--- src/rtl/cook_time_entry.sv ---
// cook_time_entry: cook-time keypad entry with debounced buttons, digit cursor editing and PROG/RUN control.
// Define COOK_TIME_AUTO_REPEAT_EN to enable auto-repeat on held up/down buttons.
module cook_time_entry #(
  parameter int DEBOUNCE_TICKS = 10,
  parameter int REPEAT_DELAY = 250,
  parameter int REPEAT_PERIOD = 50
) (
  input  logic       clk_5MHz,
  input  logic       reset,
  input  logic       pulse_2ms,
  input  logic       btn_up,
  input  logic       btn_down,
  input  logic       btn_next,
  input  logic       btn_start,
  input  logic       timer_done,
  output logic [3:0] seconds_prog,
  output logic [3:0] tens_seconds_prog,
  output logic [3:0] minutes_prog,
  output logic [3:0] tens_minutes_prog,
  output logic [1:0] cursor,
  output logic       display_prog,
  output logic       load_pulse
);
  localparam int DW = $clog2(DEBOUNCE_TICKS + 1);
  typedef enum logic {RUN = 1'b0, PROG = 1'b1} state_t;
  state_t state_q, state_d;
  logic [3:0] raw, sync1_q, sync2_q, lvl_q, lvl_d, prev_q, press;
  logic [DW-1:0] cnt_q [4];
  logic [DW-1:0] cnt_d [4];
  logic [3:0] dig_q [4];
  logic [3:0] dig_d [4];
  logic [3:0] sel, lim;
  logic [1:0] cursor_q, cursor_d;
  logic load_q, load_d, up_raw, dn_raw, up_evt, dn_evt;
  assign raw = {btn_start, btn_next, btn_down, btn_up};
  // Bit order everywhere: 0=up, 1=down, 2=next, 3=start
  always_comb begin
    lvl_d = lvl_q;
    for (int i = 0; i < 4; i++) begin
      cnt_d[i] = cnt_q[i];
      if (pulse_2ms) begin
        if (sync2_q[i] == lvl_q[i]) cnt_d[i] = '0;
        else if (cnt_q[i] == DW'(DEBOUNCE_TICKS - 1)) begin
          cnt_d[i] = '0;
          lvl_d[i] = sync2_q[i];
        end else cnt_d[i] = cnt_q[i] + 1'b1;
      end
    end
  end
  assign press = lvl_q & ~prev_q;
`ifdef COOK_TIME_AUTO_REPEAT_EN
  localparam int RW = $clog2(REPEAT_DELAY + 1);
  logic [RW-1:0] rep_q, rep_d;
  logic rep_evt;
  // Restart the delay whenever the held direction is not unique or a fresh press arrives
  always_comb begin
    rep_d = rep_q;
    rep_evt = 1'b0;
    if (state_q != PROG || lvl_q[0] == lvl_q[1] || press[0] || press[1]) rep_d = '0;
    else if (pulse_2ms) begin
      if (rep_q == RW'(REPEAT_DELAY - 1)) begin
        rep_evt = 1'b1;
        rep_d = RW'(REPEAT_DELAY - REPEAT_PERIOD);
      end else rep_d = rep_q + 1'b1;
    end
  end
  always_ff @(posedge clk_5MHz) rep_q <= reset ? '0 : rep_d;
  assign up_raw = press[0] | (rep_evt & lvl_q[0]);
  assign dn_raw = press[1] | (rep_evt & lvl_q[1]);
`else
  localparam int unused_repeat = REPEAT_DELAY + REPEAT_PERIOD;
  assign up_raw = press[0];
  assign dn_raw = press[1];
`endif
  assign up_evt = up_raw & ~dn_raw;
  assign dn_evt = dn_raw & ~up_raw;
  always_comb begin
    state_d = state_q;
    cursor_d = cursor_q;
    dig_d = dig_q;
    load_d = 1'b0;
    sel = dig_q[cursor_q];
    lim = cursor_q == 2'd1 ? 4'd5 : 4'd9;
    if (state_q == PROG) begin
      if (up_evt) dig_d[cursor_q] = sel == lim ? 4'd0 : sel + 4'd1;
      else if (dn_evt) dig_d[cursor_q] = sel == 4'd0 ? lim : sel - 4'd1;
      if (press[2]) cursor_d = cursor_q + 2'd1;
      if (press[3] && |{dig_q[0], dig_q[1], dig_q[2], dig_q[3]}) begin
        state_d = RUN;
        load_d = 1'b1;
      end
    end else if (press[3] || timer_done) state_d = PROG;
  end
  always_ff @(posedge clk_5MHz) begin
    if (reset) begin
      sync1_q <= '0;
      sync2_q <= '0;
      lvl_q <= '0;
      prev_q <= '0;
      cnt_q <= '{default: '0};
      dig_q <= '{default: '0};
      cursor_q <= '0;
      state_q <= PROG;
      load_q <= 1'b0;
    end else begin
      sync1_q <= raw;
      sync2_q <= sync1_q;
      lvl_q <= lvl_d;
      prev_q <= lvl_q;
      cnt_q <= cnt_d;
      dig_q <= dig_d;
      cursor_q <= cursor_d;
      state_q <= state_d;
      load_q <= load_d;
    end
  end
  assign seconds_prog = dig_q[0];
  assign tens_seconds_prog = dig_q[1];
  assign minutes_prog = dig_q[2];
  assign tens_minutes_prog = dig_q[3];
  assign cursor = cursor_q;
  assign display_prog = state_q == PROG;
  assign load_pulse = load_q;
endmodule

--- config.mk ---
export PLATFORM = sky130hd
export DESIGN_NAME = cook_time_entry
export DESIGN_NICKNAME = d
export VERILOG_FILES = /design/src/rtl/cook_time_entry.sv
export SDC_FILE = /design/constraint.sdc
export NUM_CORES = 1
export LEC_CHECK = 0
export ABC_AREA = 1
export CORE_MARGIN = 1.5
export CORE_UTILIZATION = 50
export DETAILED_ROUTE_END_ITERATION = 10
export GPL_TIMING_DRIVEN = 0
export PLACE_DENSITY = 0.71
export SYNTH_ARGS = -nofsm -noshare
export SYNTH_HDL_FRONTEND = slang
export SYNTH_SLANG_ARGS = --single-unit
--- constraint.sdc ---
create_clock -name clk_5MHz -period 1.8 [get_ports clk_5MHz]
set_input_delay 0.27 -clock clk_5MHz [delete_from_list [all_inputs] [get_ports clk_5MHz]]
set_output_delay 0.27 -clock clk_5MHz [all_outputs]
set_load 0.01 [all_outputs]
==> metrics.md <==
| Metric | Value |
|---|---|
| Status | `finished clean` |
| Seq/Total Area, Yosys | `40.6%` |
| Register-to-Register Path Depth | `10` |
| Cts bufs inserted | `5` |
| R2r setup slk | `30 ps` |
| F_max | `564 MHz` |
| Unrepaired setup endpoints after global routing | `yes` |
| Endpoint of the worst register-to-register path | `seconds_prog[1]$_SDFFE_PP0P_` |
| Pre-Repair DR Iteration Count | `4` |
| Die height | `74.6 um` |
| Reg2reg start | `cursor[0]$_SDFFE_PP0P_` |
| Synth Net Count | `365` |
| # diodes | `0` |
| Area grow syn2layout | `25.0%` |
| Met2 usage | `29.7%` |
| Routing usage on met3 | `4.95%` |
| Synth Area in Simple Gates | `26.3%` |
| Drt via density | `4.94` |
| Clock latency at the later pin of the worst-skew pair | `310 ps` |
| CP delay by family, top | `simple AND/OR/NAND/NOR gates` |
| # DRC | `0` |
| H-tree levels | `2` |
| Initial Util | `53.2%` |
| Hold Slack | `406 ps` |
| Critical path arrival | `1980 ps` |
| Crit path time final | `1770 ps` |
| Skew final | `8.76 ps` |
| Final period util | `98.5%` |
| Leading area contributor after synthesis | `dfxtp_1` |
| Stages on the worst setup path | `10` |
| Vias in the first global route | `1880` |
| Synth Warn # | `0` |
| Clock-pin slew on the worst setup and hold paths | `90 ps` |
| Largest net degree at the start of global routing | `18` |
| Row count | `25` |
| Power, Total | `0.00222 W` |
| Commonest non-fill, non-tap cell in the layout | `inv_1` |
| Synth top area cells | `dfxtp_1, inv_1, nand2_1, ha_1, nor2_1` |
| Worst Hold Endpoint | `sync2_q[2]$_SDFF_PP0_` |
| Post-synthesis xor/xnor area fraction | `4.10%` |
| Relative slew slack | `69.3%` |
| Core ar. | `4820 um^2` |
| Share of layout cells above drive strength 1 | `16.1%` |
| Die Area | `5570 um^2` |
| Critical path class | `reg2reg` |
| Most frequent cells in the layout | `inv_1, nand2_1, dfxtp_1` |
| DR iter-0 viols | `109` |
| Ys async rst share | `0%` |
| Yosys cell types | `27` |
| Startpoint class of the critical path | `register` |
| Antenna violations before repair | `0` |
| Yosys reg bits | `52` |
| Antenna-violating nets left | `0` |
| Hold WC Path Type | `reg2reg` |
| Port Buf Inserts | `26` |
| Largest family of logic cells by synthesized area | `simple AND/OR/NAND/NOR gates` |
| CTS root buf | `clkbuf_8` |
| Worst VDD drop | `447 uV` |
| Share of the synthesized area in the top cell type | `40.6%` |
| Cell count after synthesis | `343` |
| Detailed-placement wirelength estimate | `3830 um` |
| Leak Pwr | `1.36 nW` |
| CTS Sinks | `52` |
| IO Pins | `28` |
| Post-synthesis mux area share | `0%` |
| Worst-path cell chain | `buf_8 -> nand2_1 -> nand3_2 -> nand2_4 -> inv_4 -> ha_2 -> o211ai_1 -> nand2_2 -> o21ai_0 -> inv_1` |
| Max-Cap Viols | `0` |
| Crit-path max cell delay | `380 ps` |
| # nets final | `401` |
| Final WL | `5560 um` |
| Worst Tran Pin Value | `461 ps` |
| Post-synth EDFFs | `0` |
| Hold depth | `2` |
| CP endpoint kind | `register` |
| Grt peak-use layer | `met1` |
| Adder-cell share of the synthesized area | `6.83%` |
| Buf/Inv on CP | `3` |
| Synth Area in Compound Gates | `12.0%` |
| Worst path required time | `2010 ps` |
| Ys flop type | `dfxtp_1` |
| Hold path start | `sync1_q[2]$_SDFF_PP0_` |
| Final hold vios | `0` |
| Setup violators final | `0` |
| All-layer global routing usage | `20.8%` |
| First-pass GRT wire length | `8830 um` |
| Worst path slowest cell | `dfxtp_4` |
| CP max FO | `10` |
| Total congestion overflow | `0` |
| Util after Layout | `66.5%` |
| Max-slew violations | `0` |
| Routability cong. | `0.841` |
| CTS tree | `built` |
| Met1 Track Usage GR | `30.9%` |
| Routed vias | `2208` |
| CTS Hold Buffers Added | `0` |
| Die Wd | `74.6 um` |
| Clk buf depth | `2` |
| Syn Area/Cell | `7.48 um^2` |
| Power per cell area | `694 nW/um^2` |
| Cell Area, Synth | `2560 um^2` |
| Wire per inst | `12.4 um` |
==> Yosys cell counts, types with 4 or more instances <==
cell,instances
a21oi_1,23
a21oi_2,4
clkbuf_1,5
dfxtp_1,52
ha_1,14
inv_1,56
nand2_1,53
nand2_2,4
nand3_1,23
nor2_1,38
nor3_1,4
nor4_1,5
o21ai_0,21
o21ai_1,4
or2_2,4
xnor2_1,5
xor2_1,7
==> cell type report <==
cell class | instances | area (um^2)
buffer | 7 | 45.0
clock buffer | 5 | 68.8
clock inverter | 3 | 68.8
fill | 450 | 1610
inverter | 59 | 226
multi-input combinational | 225 | 1380
sequential | 52 | 1050
tap | 67 | 83.8
timing repair buffer | 29 | 283
==> worst max-delay path by stage <==
stage                                        endpoint                    from  slack, ps
CTS                      seconds_prog[1]$_SDFFE_PP0P_  cursor[0]$_SDFFE_PP0P_         30
detailed placement  tens_minutes_prog[2]$_SDFFE_PP0P_  cursor[0]$_SDFFE_PP0P_       -170
finish                   seconds_prog[1]$_SDFFE_PP0P_  cursor[0]$_SDFFE_PP0P_         30
global route             seconds_prog[1]$_SDFFE_PP0P_  cursor[0]$_SDFFE_PP0P_        -60
global placement    tens_seconds_prog[1]$_SDFFE_PP0P_  cursor[0]$_SDFFE_PP0P_       -160
floorplan                seconds_prog[0]$_SDFFE_PP0P_  cursor[0]$_SDFFE_PP0P_        100
==> cell families after synthesis <==
family,count (synthesis)
adder cells (fa/ha/maj),14
AND/OR/NAND/NOR,143
buffers and inverters,66
flip-flops,52
AO/OA/AOI/OAI,56
XOR/XNOR,12
==> worst reg2reg max path: stages, from the launching register on <==
cell,delay [ps]
dfxtp_4,380
buf_8,140
nand2_1,80
nand3_2,100
nand2_4,130
inv_4,60
ha_2,200
o211ai_1,210
nand2_2,150
o21ai_0,190
inv_1,50
==> registers in the layout, summed over array words and instances, names as in the netlist <==
register	flops
cnt_q	16
lvl_q	4
minutes_prog	4
prev_q	4
seconds_prog	4
sync1_q	4
sync2_q	4
tens_minutes_prog	4
tens_seconds_prog	4
cursor	2
display_prog	1
load_pulse	1
==> report_power, final <==
part | switching, W | internal (W) | leakage (nW)
logic | 0.0000505 | 0.0000352 | 0.868
registers | 0.0000104 | 0.00116 | 0.422
clock network | 0.000404 | 0.000560 | 0.0687
==> metal layers <==
layer  vias up  share of wire, %
met1       985                50
li1       1156                 -
met4         0               1.7
met5         -                 0
met3         9               5.6
met2        58                43
==> what timing repair did <==
action                                  4_1_cts  5_1_grt
pin swaps                                     1        7
buffers inserted                              1        2
endpoints found under the setup margin       16       16
gates resized for setup                       8       31
==> per-stage QoR <==
| stage | area (um^2) | setup TNS [ps] | instances | worst slack [ps] |
|---|---|---|---|---|
| floorplan | 2560 | 0 | 343 | 98.3 |
| global placement | 2910 | -2110 | 436 | -163 |
| detailed placement | 2910 | -2270 | 436 | -168 |
| CTS | 3070 | 0 | 445 | 25.3 |
| global route | 3210 | -287 | 447 | -56.9 |
| finish | 3210 | 0 | 447 | 26.5 |
Note: power is estimated with default switching activity, not from simulation.
